**src/rtl/mul_pkg.sv**
```systemverilog
// Shared definitions for the iterative multiply unit.
//
// Contents:
//   MUL_OP / UMULL_OP / SMULL_OP  decoder ALU control codes for multiplies
//   mul_state_t                   sequencer states of mul_iter
//   MUL_CYCLES                    start-to-done latency of the full-length build
package mul_pkg;

    localparam logic [2:0] MUL_OP   = 3'b100;
    localparam logic [2:0] UMULL_OP = 3'b101;
    localparam logic [2:0] SMULL_OP = 3'b110;

    // Accept cycle is cycle 0; done is asserted in this cycle when every
    // multiplier bit is walked (32 RUN cycles plus the FIX cycle).
    localparam int unsigned MUL_CYCLES = 34;

    typedef enum logic [1:0] {
        IDLE = 2'd0,
        RUN  = 2'd1,
        FIX  = 2'd2,
        DONE = 2'd3
    } mul_state_t;

endpackage

```
**src/rtl/mul_negate.sv**
```systemverilog
// Conditional two's-complement of a W-bit value.
//
// Parameters:
//   W       value width
// Ports:
//   en      1 = negate, 0 = pass through
//   value   input value
//   result  en ? -value : value (modulo 2^W)
module mul_negate #(
    parameter int unsigned W = 32
) (
    input  logic         en,
    input  logic [W-1:0] value,
    output logic [W-1:0] result
);

    always_comb begin
        result = value;
        if (en) begin
            result = {W{1'b0}} - value;
        end
    end

endmodule

```
**src/rtl/mul_iter.sv**
```systemverilog
// Iterative radix-2 shift-add multiplier for the execute stage.
//
// Computes MUL (low word only), UMULL and SMULL (64-bit) products over
// several cycles. Signed multiplies run on operand magnitudes and the
// accumulated product is negated in the FIX cycle when the signs differ.
// Undefined MulCtrl codes execute as MUL.
//
// Build option:
//   MUL_EARLY_TERM_EN  when defined, RUN ends as soon as the remaining
//                      multiplier bits are all zero (latency 3..34 cycles);
//                      otherwise RUN always lasts WIDTH cycles (latency 34).
//                      Results and flags are identical in both builds.
//
// Parameters:
//   WIDTH     operand width; product width is 2*WIDTH
// Ports:
//   clk       clock, rising edge
//   reset     synchronous, active-high
//   start     request, sampled only in IDLE
//   MulCtrl   3'b100 MUL, 3'b101 UMULL, 3'b110 SMULL
//   SrcA      multiplicand (Rn)
//   SrcB      multiplier (Rm)
//   busy      high in RUN and FIX
//   done      one-cycle pulse when results become valid
//   ResultLo  product low word
//   ResultHi  product high word (0 for MUL)
//   MulFlags  {N, Z}
module mul_iter
    import mul_pkg::*;
#(
    parameter int unsigned WIDTH = 32
) (
    input  logic             clk,
    input  logic             reset,
    input  logic             start,
    input  logic [2:0]       MulCtrl,
    input  logic [WIDTH-1:0] SrcA,
    input  logic [WIDTH-1:0] SrcB,
    output logic             busy,
    output logic             done,
    output logic [WIDTH-1:0] ResultLo,
    output logic [WIDTH-1:0] ResultHi,
    output logic [1:0]       MulFlags
);

    localparam int unsigned CW = $clog2(WIDTH);
    localparam int unsigned PW = 2 * WIDTH;

    mul_state_t state;
    mul_state_t state_next;

    logic             long_q;
    logic             neg_q;
    logic [PW-1:0]    mcand_q;
    logic [WIDTH-1:0] mplier_q;
    logic [PW-1:0]    acc_q;
    logic [CW-1:0]    count_q;

    logic             is_long;
    logic             is_smull;
    logic [WIDTH-1:0] mag_a;
    logic [WIDTH-1:0] mag_b;
    logic [PW-1:0]    acc_fix;
    logic             run_last;
    logic             flag_n;
    logic             flag_z;

    // ---------------------------------------------------------------
    // Operation decode (anything not UMULL/SMULL behaves as MUL)
    // ---------------------------------------------------------------
    always_comb begin
        is_long  = (MulCtrl == UMULL_OP) || (MulCtrl == SMULL_OP);
        is_smull = (MulCtrl == SMULL_OP);
    end

    mul_negate #(.W(WIDTH)) u_mag_a (
        .en     (is_smull && SrcA[WIDTH-1]),
        .value  (SrcA),
        .result (mag_a)
    );

    mul_negate #(.W(WIDTH)) u_mag_b (
        .en     (is_smull && SrcB[WIDTH-1]),
        .value  (SrcB),
        .result (mag_b)
    );

    mul_negate #(.W(PW)) u_fix (
        .en     (neg_q),
        .value  (acc_q),
        .result (acc_fix)
    );

    // ---------------------------------------------------------------
    // RUN exit condition
    // ---------------------------------------------------------------
`ifdef MUL_EARLY_TERM_EN
    // Stop once the shifted-out multiplier leaves nothing but zeros; the
    // remaining iterations could only add zero to the accumulator.
    always_comb begin
        run_last = (count_q == '0) || (mplier_q[WIDTH-1:1] == '0);
    end
`else
    always_comb begin
        run_last = (count_q == '0);
    end
`endif

    // ---------------------------------------------------------------
    // Sequencer
    // ---------------------------------------------------------------
    always_ff @(posedge clk) begin
        if (reset) begin
            state <= IDLE;
        end else begin
            state <= state_next;
        end
    end

    always_comb begin
        state_next = state;
        busy       = 1'b0;
        done       = 1'b0;
        case (state)
            IDLE: begin
                if (start) begin
                    state_next = RUN;
                end
            end
            RUN: begin
                busy = 1'b1;
                if (run_last) begin
                    state_next = FIX;
                end
            end
            FIX: begin
                busy       = 1'b1;
                state_next = DONE;
            end
            DONE: begin
                done       = 1'b1;
                state_next = IDLE;
            end
            default: begin
                state_next = IDLE;
            end
        endcase
    end

    // ---------------------------------------------------------------
    // Flags from the sign-corrected product
    // ---------------------------------------------------------------
    always_comb begin
        flag_n = acc_fix[WIDTH-1];
        flag_z = (acc_fix[WIDTH-1:0] == '0);
        if (long_q) begin
            flag_n = acc_fix[PW-1];
            flag_z = (acc_fix == '0);
        end
    end

    // ---------------------------------------------------------------
    // Datapath
    // ---------------------------------------------------------------
    always_ff @(posedge clk) begin
        if (reset) begin
            long_q   <= 1'b0;
            neg_q    <= 1'b0;
            mcand_q  <= '0;
            mplier_q <= '0;
            acc_q    <= '0;
            count_q  <= '0;
            ResultLo <= '0;
            ResultHi <= '0;
            MulFlags <= 2'b00;
        end else begin
            case (state)
                IDLE: begin
                    if (start) begin
                        long_q   <= is_long;
                        neg_q    <= is_smull && (SrcA[WIDTH-1] ^ SrcB[WIDTH-1]);
                        mcand_q  <= {{WIDTH{1'b0}}, mag_a};
                        mplier_q <= mag_b;
                        acc_q    <= '0;
                        count_q  <= CW'(WIDTH - 1);
                    end
                end
                RUN: begin
                    if (mplier_q[0]) begin
                        acc_q <= acc_q + mcand_q;
                    end
                    mcand_q  <= mcand_q << 1;
                    mplier_q <= mplier_q >> 1;
                    if (count_q != '0) begin
                        count_q <= count_q - 1'b1;
                    end
                end
                FIX: begin
                    ResultLo <= acc_fix[WIDTH-1:0];
                    ResultHi <= long_q ? acc_fix[PW-1:WIDTH] : '0;
                    MulFlags <= {flag_n, flag_z};
                end
                default: begin
                end
            endcase
        end
    end

endmodule

```
**config.mk**
```make
export PLATFORM = sky130hd
export DESIGN_NAME = mul_iter
export DESIGN_NICKNAME = d
export VERILOG_FILES = /design/src/rtl/mul_pkg.sv /design/src/rtl/mul_negate.sv /design/src/rtl/mul_iter.sv
export SDC_FILE = /design/constraint.sdc
export NUM_CORES = 1
export LEC_CHECK = 0
export BUFFER_PORTS_ARGS = -buffer_cell sky130_fd_sc_hd__buf_4
export CORE_UTILIZATION = 30
export CTS_CLUSTER_DIAMETER = 120
export DETAILED_ROUTE_END_ITERATION = 6
export GPL_ROUTABILITY_DRIVEN = 0
export GPL_TIMING_DRIVEN = 0
export PLACE_DENSITY = 0.44
export SYNTH_ARGS = -nofsm -noshare
export SYNTH_HDL_FRONTEND = slang
export SYNTH_SLANG_ARGS = --single-unit
```
**constraint.sdc**
```tcl
create_clock -name clk -period 3.55 [get_ports clk]
set_input_delay 0.71 -clock clk [delete_from_list [all_inputs] [get_ports clk]]
set_output_delay 0.71 -clock clk [all_outputs]
set_load 0.02 [all_outputs]
```
**After elaboration in Yosys (flattened, before gate mapping)**

Index checks and enable logic that the tools add are counted.

- Bitwise operators: 1
- Equality and inequality tests: 9
- Muxes and demuxes: 21
- Add/subtract/negate cells: 5
- Reductions and logical operators: 16

Operators with widths:

| cell | count |
|---|---|
| 64-bit 2-to-1 mux | 4 |
| 64-bit case mux with 2 select lines | 2 |
| 32-bit 2-to-1 mux | 4 |
| 64-bit adder | 1 |
| 64-bit zero test | 1 |
| 32-bit case mux with 2 select lines | 1 |
| 1-bit by 32-bit subtractor with 32-bit output, first input constant | 2 |
| 1-bit by 64-bit subtractor with 64-bit output, first input constant | 1 |
| 32-bit zero test | 1 |
| 5-bit 2-to-1 mux | 2 |
| 5-bit case mux with 2 select lines | 1 |
| 2-bit inequality test, second input constant | 4 |
| 2-bit case mux with 4 select lines | 1 |
| 3-bit == test, second input constant | 2 |
| 2-bit AND reduction | 3 |
| 3-bit AND reduction | 2 |
| 5-bit zero test | 1 |
| 5-bit nonzero test | 1 |
| 5-bit by 1-bit subtractor with 5-bit output, second input constant | 1 |
| 2-bit == test, second input constant | 2 |
| 1-bit 2-to-1 mux | 4 |
| 2-bit 2-to-1 mux | 2 |
| 1-bit logical AND | 3 |
| 2-bit by 1-bit == test with 1-bit output, second input constant | 1 |
| other kinds (5) | 5 |

- Register bits after elaboration: 235
- Word-level logic and storage cells: 62

**Longest topological paths before layout**

- Depth after elaboration: 5
- Gate-level depth with buffers: 13
- Gate-level depth less buffers: 12

**Cells and area by module**

A second synthesis with hierarchy kept.

- Cell total of the unflattened synthesis: 1906
- Area, all modules: 15673.8 µm²

By module, submodules not included:

| module | area each (µm²) | instances | cells each |
|---|---|---|---|
| mul_iter | 12704.7 | 1 | 1501 |
| mul_negate (u_fix) | 1453.9 | 1 | 198 |
| mul_negate (u_mag_a) | 767.0 | 1 | 108 |
| mul_negate (u_mag_b) | 748.2 | 1 | 99 |

**Worst setup path before layout**

OpenSTA, ideal clock, no wires.

- Path type: input port to flip-flop
- Start point: input SrcB[14]
- End point: register mplier_q[29]
- Data arrival time: 3.089 ns
- Required time: 3.418 ns
- Library setup time: 0.132 ns
- Stages: 9
- Buffers on the path: 0
- Path slack: 0.328 ns
- Cells stage by stage: or3_1 -> or3_1 -> or4_1 -> or4_1 -> o41ai_1 -> xor2_1 -> nand2_1 -> o211ai_1 -> a21oi_1

- Word-level cells in the longest chain between the ends: 4

RTL lines:

| what | line | text |
|---|---|---|
| from (decl) | mul_iter.sv:38 | `input logic [WIDTH-1:0] SrcB,` |
| 1-bit by 32-bit subtractor with 32-bit output | mul_negate.sv:20 | `result = {W{1'b0}} - value;` |
| 32-bit 2-to-1 mux | mul_negate.sv:19 | `if (en) begin` |
| 32-bit 2-to-1 mux | mul_iter.sv:179 | `if (start) begin` |
| 32-bit case mux with 2 select lines | mul_iter.sv:177 | `case (state)` |
| to (signal assigned) | mul_iter.sv:183 | `mplier_q <= mag_b;` |
| to (signal assigned) | mul_iter.sv:193 | `mplier_q <= mplier_q >> 1;` |
| to (decl) | mul_iter.sv:55 | `logic [WIDTH-1:0] mplier_q;` |

Every way passes these cells. The select of a mux whose other input is x is not followed.
A chain may end at the register's enable or synchronous reset.

**Worst setup path in the final report**

- Start point: register acc_q[10]
- End point: register MulFlags[0]

- Word-level cells in the longest chain between the ends: 4

RTL lines:

| what | line | text |
|---|---|---|
| from (decl) | mul_iter.sv:56 | `logic [PW-1:0] acc_q;` |
| from (signal assigned) | mul_iter.sv:190 | `acc_q <= acc_q + mcand_q;` |
| 1-bit by 64-bit subtractor with 64-bit output | mul_negate.sv:20 |  |
| 64-bit 2-to-1 mux (*) | mul_negate.sv:19 |  |
| 64-bit zero test or 32-bit zero test (tied branches) | mul_iter.sv:158, mul_iter.sv:155 |  |
| 1-bit 2-to-1 mux (*) | mul_iter.sv:156 | `if (long_q) begin` |
| to (signal assigned) | mul_iter.sv:201 | `MulFlags <= {flag_n, flag_z};` |
| to (decl) | mul_iter.sv:43 | `output logic [1:0] MulFlags` |

Mark *: on every way between the ends. The rest lies on a longest branch, timed or not.

==> results by group <==
Setup path
  • Cells on worst reg2reg path: 11
  • Worst Setup EP: MulFlags[0]
  • Req. time, crit path: 4070 ps
  • Worst-path cell chain: nor4_4, nand4b_1, buf_4, or4_4, buf_6, o41ai_4, xnor2_1, or4_1, nor4_4, a41oi_2, o21ai_1
  • CP Capture Type: register
  • Reg-to-reg startpoint: acc_q[10]
  • Arr. time, crit path: 3950 ps
  • CP delay by family, top: simple AND/OR/NAND/NOR gates
  • Worst Setup SP: acc_q[10]
  • RR Endpoint: MulFlags[0]
  • WP buf/inv: 2
  • CP Launch Type: register
  • Number of cells on the critical path: 11
  • Slowest CP cell: or4_1
  • WS Path Type: reg2reg
  • Worst-path maximum fanout: 10
  • R2r setup slk: 120 ps
  • Most frequent CP cell: nor4_4
  • Max incr delay on CP: 610 ps

Global route
  • First-pass GRT wire length: 87600 µm
  • Largest net degree at the start of global routing: 15
  • Grt peak-use layer: met2
  • Met1 Use GR: 0.294
  • Tot GR Track Use: 0.209
  • GRT met2 Usage: 0.331
  • Grt ovf: 0
  • Initial antenna violation count: 0
  • Vias in the first global route: 15000
  • Met3 GRT Util: 0.0248

Placement
  • Placed wire-length estimate: 44500 µm
  • Setup WS pre-CTS: -840 ps
  • Port buffer count: 137
  • Inst Count DP: 2877
  • Placed instance area: 17500 µm²

Synth
  • Syn_area_per_cell: 7.57 µm²
  • Cells after Synth: 2060
  • Predominant post-synthesis flop cell: dfxtp_1
  • Syn. warnings: 0
  • Seq cells post-synth: 235
  • Ys async rst share: 0
  • Register area share after synthesis: 0.302
  • Synth top area share: 0.302
  • EDFF count, synth: 0
  • Mapped Area: 15600 µm²
  • Syn nets: 2205
  • Count of cell types in the netlist: 82
  • Area leader, netlist: dfxtp_1
  • Ranking of synthesized cells by area: dfxtp_1 (30%), nand2_1 (6.8%), ha_1 (5.9%)

Pwr
  • Leak: 0.00718 µW
  • Worst VDD drop: 0.000364 V
  • Pwr dens: 562 nW/µm²

Min path
  • Hold path depth: 3
  • Worst hold-check path type: in2reg

Layout
  • Finished Core Util: 0.367
  • Synth-to-Final Area Change: 20.6%
  • Fill count: 5503
  • Ratio of cells with drive above 1 in the final layout: 0.117
  • Net total in the final layout: 2382
  • Post-Layout Cell Count: 2939
  • Final Cell Area: 18800 µm²

Detailed routing
  • Vias per cell: 5.37
  • DRC violations left: 0
  • 1st-pass router iterations: 5
  • WL final: 56400 µm
  • Routed WL per cell: 19.2 µm
  • DRT iter0 DRCs: 932
  • Via count: 15800
  • Post-route ant nets: 0

Timing
  • Fin. Hold Viols: 0
  • Max_slew headroom: 0.378
  • PnR worst setup slack: 123 ps
  • Fin crit share: 0.965
  • Layout Skew: 18.3 ps
  • Max Freq: 0.292 GHz
  • Final Max Slew Viols: 0
  • Minimum clock period: 3430 ps
  • Worst Max-Slew Pin Slew: 933 ps
  • Endpoints failing setup: 0

CTS
  • Hold_buf cts: 0
  • CTS Sinks: 235
  • Htree depth: 1
  • Root Driver: clkbuf_16
  • CTS Buf Count: 30
  • CTS tree: yes
  • Bufs on Longest Clock Path: 3
  • Clk pin slew, worst setup/hold paths: 70 ps
  • Clock latency on the worst-skew pair: 590 ps

Flow run
  • Max cap viols: 0

Floorplanning
  • IO Pins: 138
  • Die X: 230 µm
  • Chip height: 230 µm
  • Starting density of the core: 0.304
  • Cell row count: 83
  • Core Area: 51300 µm²
  • Die footprint: 52900 µm²

Run status
  • Status: finished, final reports clean
cells in the final DEF, fill, tap and decap left out, drive strengths merged, types with 12 or more instances in the layout:
cell type	Yosys	layout
dfxtp	235	235
clkbuf	129	174
inv	39	39
a21oi	180	180
o31ai	29	29
nand3	28	28
nor3	41	41
a21o	27	27
a211oi	41	41
o21ai	146	146
nor4	20	20
xnor2	92	92
o41ai	16	16
or4	18	18
o211ai	27	27
nor2b	12	12
or3	13	13
nor2	226	226
buf	12	158
o21bai	15	15
nand4	37	37
a22oi	92	92
ha	74	74
nand2	281	281
xor2	84	84
area by class of cell:
type                    count  area (µm²)  share of cell area
repair buffers            147        1100              0.0587
plain buffers             139         561              0.0298
diodes                      1        2.50            0.000133
multi-input cells        1643       10400               0.553
inverters                  41         156             0.00832
clock buffers              46         902              0.0480
flip-flops and latches    235        4710               0.250
well taps                 680         851              0.0452
clock inverters             7         114             0.00605
flip-flops by register name (all words and copies together), names as in the netlist, 2 cells and up:
signal and count:
mcand_q 64, MulFlags 2, acc_q 64, state 2, ResultHi 32, ResultLo 32
count_q 5, mplier_q 32
cell usage after synthesis (5+ instances only):
cell type / count
o21ai_1: 5
a21oi_1: 180
a32oi_1: 7
nand4_1: 37
a21boi_0: 8
and4_1: 5
a21o_1: 27
a41oi_1: 6
nor2_1: 226
a2111oi_0: 5
inv_1: 39
dfxtp_1: 235
o21bai_1: 15
or4_1: 13
a31oi_1: 11
o41ai_1: 14
a22oi_1: 92
or2_2: 5
clkbuf_1: 129
nand3_1: 28
and3_1: 9
buf_1: 6
ha_1: 74
o211ai_1: 27
mux2i_1: 8
o21a_1: 7
or3_1: 12
a211oi_1: 41
and2_1: 6
xnor2_1: 92
nand2b_1: 10
nand2_1: 281
nor2b_1: 12
nor4_1: 14
xor2_1: 84
o21ai_0: 141
nor3_1: 40
o31ai_1: 28
layer usage:
metal  wire, µm  part of all wire
met1      27500              0.49
met2      24800              0.44
met3       2680             0.048
met4       1330             0.024
met5          0                 0
how the worst min path moves through the flow:
stage	start	slack, ps	to
floorplan	mplier_q[16]	430	mplier_q[16]
global route	SrcA[0]	460	mcand_q[0]
CTS	SrcA[0]	420	mcand_q[0]
detailed placement	mplier_q[19]	440	mplier_q[19]
finish	SrcA[0]	440	mcand_q[0]
global placement	mplier_q[4]	440	mplier_q[4]
tightest hold or removal path: stages:
cell     delay [ps]
buf_4           120
a22oi_1          70
nor2_1           80
what timing repair did:
action,in CTS,in global routing
buffers inserted,1,9
endpoints found under the setup margin,47,21
resized for setup,20,37
pin swaps,2,9
logic make-up (layout without fill, tap and decap cells):
group | after synthesis | count (layout) | synth area share
and+or+nand+nor | 733 | 733 | 0.218
AOI/OAI and AO/OA | 647 | 647 | 0.267
DFF | 235 | 235 | 0.302
buffers and inverters | 182 | 380 | 0.0459
xor gates and xnor gates | 176 | 176 | 0.0988
adders and majority gates | 75 | 75 | 0.0606
muxes | 12 | 12 | 0.00802
other | 0 | 1 | 0
through the flow:
stage / power [µW] / TNS, ps / hold slack [ps]
6_report: 10600 / 0 / 435
5_1_grt: 11200 / -60.8 / 456
2_1_floorplan: 5920 / 0 / 432
3_5_place_dp: 7370 / -8950 / 443
3_3_place_gp: 7350 / -9100 / 440
4_1_cts: 10600 / -48.4 / 418
power breakdown:
part	internal, µW	total (µW)	switching, µW
Combinational	1270	3930	2660
Sequential	3070	3450	371
Clock	1950	3180	1240
Total	6290	10600	4270
No activity file was read; power rests on OpenSTA's default activity.
